## config.mk

```make
export PLATFORM = sky130hd
export DESIGN_NAME = rx_line_buffer
export DESIGN_NICKNAME = d
export VERILOG_FILES = /design/src/rtl/rx_line_buffer.sv
export SDC_FILE = /design/constraint.sdc
export NUM_CORES = 1
export LEC_CHECK = 0
export ABC_AREA = 0
export BUFFER_PORTS_ARGS = -buffer_cell sky130_fd_sc_hd__buf_4
export CAP_MARGIN = 20
export CORE_UTILIZATION = 60
export CTS_CLUSTER_DIAMETER = 80
export CTS_CLUSTER_SIZE = 16
export DETAILED_ROUTE_END_ITERATION = 10
export HOLD_SLACK_MARGIN = 0.15
export PLACE_DENSITY = 0.8
export SLEW_MARGIN = 20
export SYNTH_ARGS = -nofsm -noshare
export SYNTH_HDL_FRONTEND = slang
export SYNTH_SLANG_ARGS = --single-unit
```

## constraint.sdc

```tcl
create_clock -name i_clk -period 5.55 [get_ports i_clk]
set_clock_uncertainty 0.2 [all_clocks]
set_input_delay 0.555 -clock i_clk [delete_from_list [all_inputs] [get_ports i_clk]]
set_output_delay 0.555 -clock i_clk [all_outputs]
set_load 0.05 [all_outputs]
```

## src/rtl/rx_line_buffer.sv

```systemverilog
// Line-assembly buffer behind the UART receiver: collects bytes up to "\r\n" and streams the line out.
// Optional build macro LINE_BUF_STRIP_EN removes the CR,LF terminator from the delivered line.
module rx_line_buffer #(
    parameter int          DEPTH    = 64,
    parameter int          AW       = 6,
    parameter logic [7:0]  CARRIAGE = 8'h0D,
    parameter logic [7:0]  LINEFEED = 8'h0A
) (
    input  logic          i_clk,
    input  logic          i_rst,
    input  logic          i_data_latch,
    input  logic [7:0]    i_data,
    output logic          o_line_valid,
    output logic [AW:0]   o_line_len,
    output logic          o_rd_valid,
    output logic [7:0]    o_rd_data,
    input  logic          i_rd_ready,
    output logic          o_overflow,
    output logic          o_drop
);

    // state   | meaning
    // COLLECT | storing bytes until the CR,LF terminator
    // DRAIN   | complete line held, streaming it to the consumer
    // DISCARD | over-long line, skipping bytes until the next terminator
    typedef enum logic [1:0] {
        COLLECT = 2'd0,
        DRAIN   = 2'd1,
        DISCARD = 2'd2
    } state_t;

    localparam logic [AW:0] DEPTH_W = (AW+1)'(DEPTH);

    state_t      state_q,      state_d;
    logic [AW:0] count_q,      count_d;
    logic [AW:0] rd_ptr_q,     rd_ptr_d;
    logic        prev_cr_q,    prev_cr_d;
    logic        line_valid_q, line_valid_d;
    logic [AW:0] line_len_q,   line_len_d;
    logic        rd_valid_q,   rd_valid_d;
    logic [7:0]  rd_data_q,    rd_data_d;
    logic        overflow_q,   overflow_d;
    logic        drop_q,       drop_d;

    logic [7:0]  mem_q [DEPTH];
    logic        wr_en;
    logic        is_term;
    logic        finish;
    logic [AW:0] count_inc;

    assign is_term   = i_data_latch && prev_cr_q && (i_data == LINEFEED);
    assign count_inc = count_q + 1'b1;

    always_comb begin
        state_d      = state_q;
        count_d      = count_q;
        rd_ptr_d     = rd_ptr_q;
        prev_cr_d    = prev_cr_q;
        line_valid_d = line_valid_q;
        line_len_d   = line_len_q;
        rd_valid_d   = rd_valid_q;
        rd_data_d    = rd_data_q;
        overflow_d   = 1'b0;
        drop_d       = 1'b0;
        wr_en        = 1'b0;
        finish       = 1'b0;

        case (state_q)
            COLLECT: begin
                if (i_data_latch) begin
                    wr_en     = 1'b1;
                    count_d   = count_inc;
                    prev_cr_d = (i_data == CARRIAGE);
                    if (is_term) begin
                        state_d      = DRAIN;
                        line_valid_d = 1'b1;
                        rd_ptr_d     = (AW+1)'(1);
                        // mem[0] is always written before a terminator can arrive
                        rd_data_d    = mem_q[0];
`ifdef LINE_BUF_STRIP_EN
                        line_len_d   = count_q - (AW+1)'(1);
                        rd_valid_d   = (line_len_d != '0);
`else
                        line_len_d   = count_inc;
                        rd_valid_d   = 1'b1;
`endif
                    end else if (count_inc == DEPTH_W) begin
                        state_d    = DISCARD;
                        overflow_d = 1'b1;
                        count_d    = '0;
                    end
                end
            end

            DRAIN: begin
                if (i_data_latch) begin
                    drop_d = 1'b1;
                end
`ifdef LINE_BUF_STRIP_EN
                if (!rd_valid_q) begin
                    finish = 1'b1;
                end else
`endif
                if (rd_valid_q && i_rd_ready) begin
                    if (rd_ptr_q == line_len_q) begin
                        finish = 1'b1;
                    end else begin
                        rd_data_d = mem_q[rd_ptr_q[AW-1:0]];
                        rd_ptr_d  = rd_ptr_q + 1'b1;
                    end
                end
                if (finish) begin
                    state_d      = COLLECT;
                    line_valid_d = 1'b0;
                    line_len_d   = '0;
                    rd_valid_d   = 1'b0;
                    count_d      = '0;
                    rd_ptr_d     = '0;
                    prev_cr_d    = 1'b0;
                end
            end

            DISCARD: begin
                if (i_data_latch) begin
                    prev_cr_d = (i_data == CARRIAGE);
                    if (is_term) begin
                        state_d = COLLECT;
                        count_d = '0;
                    end
                end
            end

            default: begin
                state_d = COLLECT;
            end
        endcase
    end

    always_ff @(posedge i_clk or posedge i_rst) begin
        if (i_rst) begin
            state_q      <= COLLECT;
            count_q      <= '0;
            rd_ptr_q     <= '0;
            prev_cr_q    <= 1'b0;
            line_valid_q <= 1'b0;
            line_len_q   <= '0;
            rd_valid_q   <= 1'b0;
            rd_data_q    <= '0;
            overflow_q   <= 1'b0;
            drop_q       <= 1'b0;
        end else begin
            state_q      <= state_d;
            count_q      <= count_d;
            rd_ptr_q     <= rd_ptr_d;
            prev_cr_q    <= prev_cr_d;
            line_valid_q <= line_valid_d;
            line_len_q   <= line_len_d;
            rd_valid_q   <= rd_valid_d;
            rd_data_q    <= rd_data_d;
            overflow_q   <= overflow_d;
            drop_q       <= drop_d;
        end
    end

    // Storage array carries no reset; only locations below count are ever read.
    always_ff @(posedge i_clk) begin
        if (wr_en) begin
            mem_q[count_q[AW-1:0]] <= i_data;
        end
    end

    assign o_line_valid = line_valid_q;
    assign o_line_len   = line_len_q;
    assign o_rd_valid   = rd_valid_q;
    assign o_rd_data    = rd_data_q;
    assign o_overflow   = overflow_q;
    assign o_drop       = drop_q;

endmodule

```

# Yosys cells after proc, flatten, opt, wreduce, memory -nomap -nowiden

Memories as Yosys holds them, arrays and structs flattened.
Cells that the tools add are included.
W data, S select, Z words.

Output and inout bits: 19
Input port bits: 12
Memory bits (read-only): 0
Bits in registers: 35
Logic and storage cells: 89
Memories: 1
Memory bits (writable): 512
Bits in latches: 0

$add $sub $neg: 2
Order comparisons: 0
Reduce and logical (&&, ||, !) cells: 14
Muxes and demuxes: 46
Multipliers: 0
Equal/unequal tests: 17
Divide/modulo/power cells: 0
Bitwise operators: 0
Shifts and indexed selects: 0

Memory list:

| memory | depth | width | rd ports | clocked after Yosys merged registers in | write ports | line | source |
|---|---|---|---|---|---|---|---|
| mem_q  | 64    | 8     | 2        | 0                                       | 1           | 45   | `logic [7:0] mem_q [DEPTH];` |

Operators by type and width:

| kind                  | number |
|---|---|
| $mux W7               | 13 |
| $mux W8               | 4 |
| $pmux W7 S2           | 2 |
| $pmux W7 S3           | 1 |
| $reduce_and A5 Y1     | 4 |
| $eq A8 B4 Y1 const B  | 2 |
| $mux W1               | 16 |
| $pmux W8 S2           | 1 |
| $add A7 B1 Y7 const B | 2 |
| $ne A2 B2 Y1 const B  | 7 |
| $mux W2               | 6 |
| $ne A3 B3 Y1 const B  | 3 |
| $eq A7 B7 Y1          | 1 |
| $eq A7 B7 Y1 const B  | 1 |
| $pmux W2 S3           | 1 |
| $pmux W1 S2           | 2 |
| $reduce_and A4 Y1     | 1 |
| $reduce_bool A2 Y1    | 2 |
| $logic_and A1 B1 Y1   | 3 |
| $reduce_and A3 Y1     | 1 |
| $reduce_bool A3 Y1    | 1 |
| $eq A2 B1 Y1 const B  | 1 |
| $eq A2 B2 Y1 const B  | 1 |
| $logic_not A2 Y1      | 1 |
| 2 further kinds       | 2 |

# Longest topological paths before layout

Word-level depth: 6
Mapped depth: 11
Mapped depth without buffers: 8

# Worst setup path after synthesis

No wires, ideal clock.

Path type: input to register
Start point: in i_data[5]
End point: reg rd_data_q[5] (netlist: o_rd_data[5])
Slack: 3112 ps
Required time: 5225 ps
Arrival: 2113 ps
Buffers on the path: 1
Library setup time: 125 ps
Stages on the path: 6
Cell sequence: nor4_2 -> nand4b_2 -> a21boi_1 -> buf_2 -> a21boi_2 -> mux2_4

Longest elaborated chain between the ends: 4

Ends and longest elaborated chain:

| item                               | line | source |
|---|---|---|
| start: declaration                 | 12   | `input logic [7:0] i_data,` |
| $eq A8 B4 Y1                       | 51   | `assign is_term = i_data_latch && prev_cr_q && (i_data == LINEFEED);` |
| $logic_and A1 B1 Y1                | 51   |  |
| $ne A2 B2 Y1 (no source line)      | --   |  |
| $reduce_and A5 Y1 (no source line) | --   |  |
| end signal: assignment             | 159  | `rd_data_q <= rd_data_d;` |
| end: declaration                   | 41   | `logic [7:0] rd_data_q, rd_data_d;` |

No other way between the ends.
A chain may end at the register's enable or synchronous reset.

# Worst setup path in the final report

Start point: reg rd_ptr_q[0]
End point: reg rd_data_q[5] (netlist: o_rd_data[5])

Longest elaborated chain between the ends: 4
Elaborated cells between the ends (all ways): 7
Those cells by class: eq/ne: 2; mux: 3; reduce/logical: 1; memory: 1

Ends and longest elaborated chain:

| item                     | line | source |
|---|---|---|
| start: declaration       | 36   | `logic [AW:0] rd_ptr_q, rd_ptr_d;` |
| start signal: assignment | 154  | `rd_ptr_q <= rd_ptr_d;` |
| $mem_v2 Z64 W8           | --   |  |
| $mux W8                  | 105  | `if (rd_ptr_q == line_len_q) begin` |
| $mux W8                  | 104  | `if (rd_valid_q && i_rd_ready) begin` |
| $pmux W8 S2              | 68   | `case (state_q)` |

Several ways; a longest one is shown, not always the timed one. The select of a mux whose other input is x is not followed.

==> impl_metrics.json <==
{
  "combinationalPowerShare_pct": 19.6,
  "synth_ff_type": "edfxtp_1",
  "area_growth_pct": 7.568,
  "final_cell_mix": "edfxtp_1 (512), mux2i_1 (105), nor2_1 (97)",
  "grt_max_degree": 67,
  "pwr_density_cell_nw_per_um2": 393.8,
  "p_sw_share_pct": 27.45,
  "vdd_drop_max_uv": 319.6,
  "ys.warnings.count": 0,
  "track_usage_pct": 25.74,
  "fin_crit_ns": 3.533,
  "setup_ws_ns": 2.017,
  "cts_root_buffer": "clkbuf_16",
  "grt-ovfl-total": 0,
  "synth_edf_count": 512,
  "dp.cells": 1624,
  "antenna_found_initial": 2,
  "yosysSeqAreaShare_pct": 74.01,
  "post-cts-setup-buffers": 0,
  "total_power_mw": 9.300,
  "syn_nets": 1204,
  "timing.fmax_mhz": 283.1,
  "io_pins": 31,
  "synth_cell_types": 61,
  "crit_path_end_kind": "flop",
  "finalCoreUtilization_pct": 65.92,
  "setup.worst_path.start_class": "flop",
  "ant_nets": 0,
  "yosys_register_bits": 547,
  "netlist_instances": 1186,
  "core_um2": 35830,
  "vias": 11266,
  "start_util_pct": 61.28,
  "clkTransAtPathRegs_ns": 0.07,
  "seq_area_um2": 16260,
  "rsz0062_at_grt": "false",
  "grt_pass1_vias": 11099,
  "syn_avg_cell_area_um2": 18.51,
  "slowest_delay_ns": 1.12,
  "avgRoutedWirePerCell_um": 28.16,
  "slew_viol_final": 0,
  "die-area_um2": 37360,
  "setup-violations-final": 0,
  "viasPerCell": 6.694,
  "hold_path.class": "in -> reg",
  "multi_input_area_um2": 5291,
  "hold_viol_final": 0,
  "cts.sinks": 547,
  "crit_arrival_ns": 3.75,
  "grt_first_pass_wirelength_mm": 70.92,
  "critPathMaxFanout": 57,
  "whs_path_depth": 1,
  "die_w_um": 193.3,
  "n_antenna_cell": 0,
  "required_ns": 5.77,
  "finalCritPeriodShare_pct": 63.65,
  "drive_above_1_share_pct": 15.96,
  "status": "finished, final reports clean",
  "slowest_stage": "dfrtp_4",
  "tns_ns": 0,
  "clockBufferDepth": 3,
  "row_count": 69,
  "clk_latency_ns": 0.53,
  "final_nets": 1225,
  "dp_slack_ns": 2.047,
  "die_h_um": 193.3,
  "ys_async_sr_fraction_pct": 6.399,
  "stdcell_count": 1683,
  "drc": 0,
  "wirelength_mm": 47.39,
  "power_frac_clock_pct": 28.6,
  "leakagePower_nw": 8.000,
  "pwr-share-seq_pct": 51.8,
  "dp_hpwl_mm": 27.80,
  "io_buffers": 30,
  "critical_path_class": "reg -> reg",
  "mostFrequentLayoutCell": "edfxtp_1",
  "tightest_slew_ns": 1.098,
  "slew_headroom_pct": 26.77,
  "h-tree-depth": 2,
  "internal-power_mw": 6.748,
  "reg2reg_depth": 6,
  "gp_congestion": 0.9338,
  "fill_cells": 2236,
  "cap_violations": 0,
  "drt_iter0_markers": 1464,
  "netlist_area_um2": 21960,
  "drt_first_pass_iters": 7,
  "cts_tree": "yes",
  "numCtsBuffers": 40,
  "power_switching_mw": 2.553,
  "path_cells": "buf_4 > mux2i_1 > a22oi_1 > a31oi_1 > a41oi_1 > mux2_4"
}
==> layer usage <==
layer / part of all wire (%) / routed length, um / track usage [%]
met2: 47 / 22310 / 39.61
met3: 9.8 / 4627 / 5.038
met5: 0.049 / 23 / 0
met1: 40 / 18940 / 37.97
met4: 3.1 / 1479 / 7.763
==> sequential cells by signal (all words and copies together) (netlist names) <==
signal / count
o_rd_valid: 1
mem_q: 512
count_q: 7
o_overflow: 1
rd_ptr_q: 7
state_q: 2
prev_cr_q: 1
o_line_len: 7
o_drop: 1
o_rd_data: 8
==> critical path, delay by kind of cell, from the launching register on <==
kind / cells / cell delay [ns]
AOI/OAI and AO/OA: 3 / 0.76
buffers and inverters: 1 / 0.69
DFF: 1 / 1.12
muxes: 2 / 0.56
==> worst paths after layout <==
check	slack (ns)	from	endpoint
setup / recovery	2.02	rd_ptr_q[0]	o_rd_data[5]
hold / removal	0.32	i_data[3]	mem_q[46][3]
setup reg to reg	2.02	rd_ptr_q[0]	o_rd_data[5]
hold reg to reg	0.35	o_line_len[2]	o_line_len[2]
max in group asynchronous	4.26	i_rst	rd_ptr_q[0]
min in group asynchronous	0.49	i_rst	o_overflow
==> stage by stage <==
stage	cell area [um2]	hold WS, ns
floorplan	21960	0.2616
global placement	22490	0.2943
detailed placement	22500	0.3117
CTS	23620	0.3073
global route	23620	0.3241
finish	23620	0.3191
==> power groups by stage <==
stage / combinational (mW) / clock [mW] / sequential (mW)
after floorplan: 1.44 / 0 / 4.78
after global placement: 1.76 / 0 / 4.90
after detailed placement: 1.79 / 0 / 4.91
after CTS: 1.81 / 2.68 / 4.82
after global routing: 1.93 / 2.81 / 4.83
final: 1.82 / 2.66 / 4.82
==> cell usage after synthesis, types with 5 or more instances <==
library cell	n	share of area, %
edfxtp_1	512	70
xnor2_1	9	0.36
buf_4	12	0.41
mux4_2	82	8.4
nand3b_1	5	0.17
and2_1	5	0.14
mux2_2	9	0.46
buf_6	6	0.31
inv_1	5	0.085
clkbuf_1	26	0.44
xor2_1	8	0.32
dfrtp_1	35	4.0
o21ai_0	13	0.30
buf_2	22	0.50
mux4_1	6	0.72
mux2i_1	105	4.8
nand3_1	35	0.80
nor2b_1	7	0.20
nand2_1	33	0.56
ha_1	6	0.34
o22ai_1	10	0.28
a21oi_1	10	0.23
and3_1	5	0.14
nor2_1	97	1.7
a31oi_1	13	0.37
a22oi_1	51	1.7
==> layout make-up <==
class	instances	share of cell area (%)
sequential	547	68.84
multi-input combinational	564	22.40
clock buffer	56	4.583
tap	461	2.442
timing repair buffer	49	1.579
inverter	5	0.07947
clock inverter	1	0.06887
==> cell families after synthesis <==
kind of cell | count (synthesis) | synth area share [%]
AND/OR/NAND/NOR | 210 | 4.462
adder cells (fa/ha/maj) | 6 | 0.3419
AO/OA/AOI/OAI | 128 | 4.137
flip-flops | 547 | 74.01
XOR/XNOR | 17 | 0.6782
multiplexers | 203 | 14.45
buffers and inverters | 75 | 1.920
==> timing repair <==
item	CTS	global route
hold buffers	2	0
endpoints found under the hold margin	36	0
resized for setup	0	0
No activity file was read; power rests on OpenSTA's default activity.
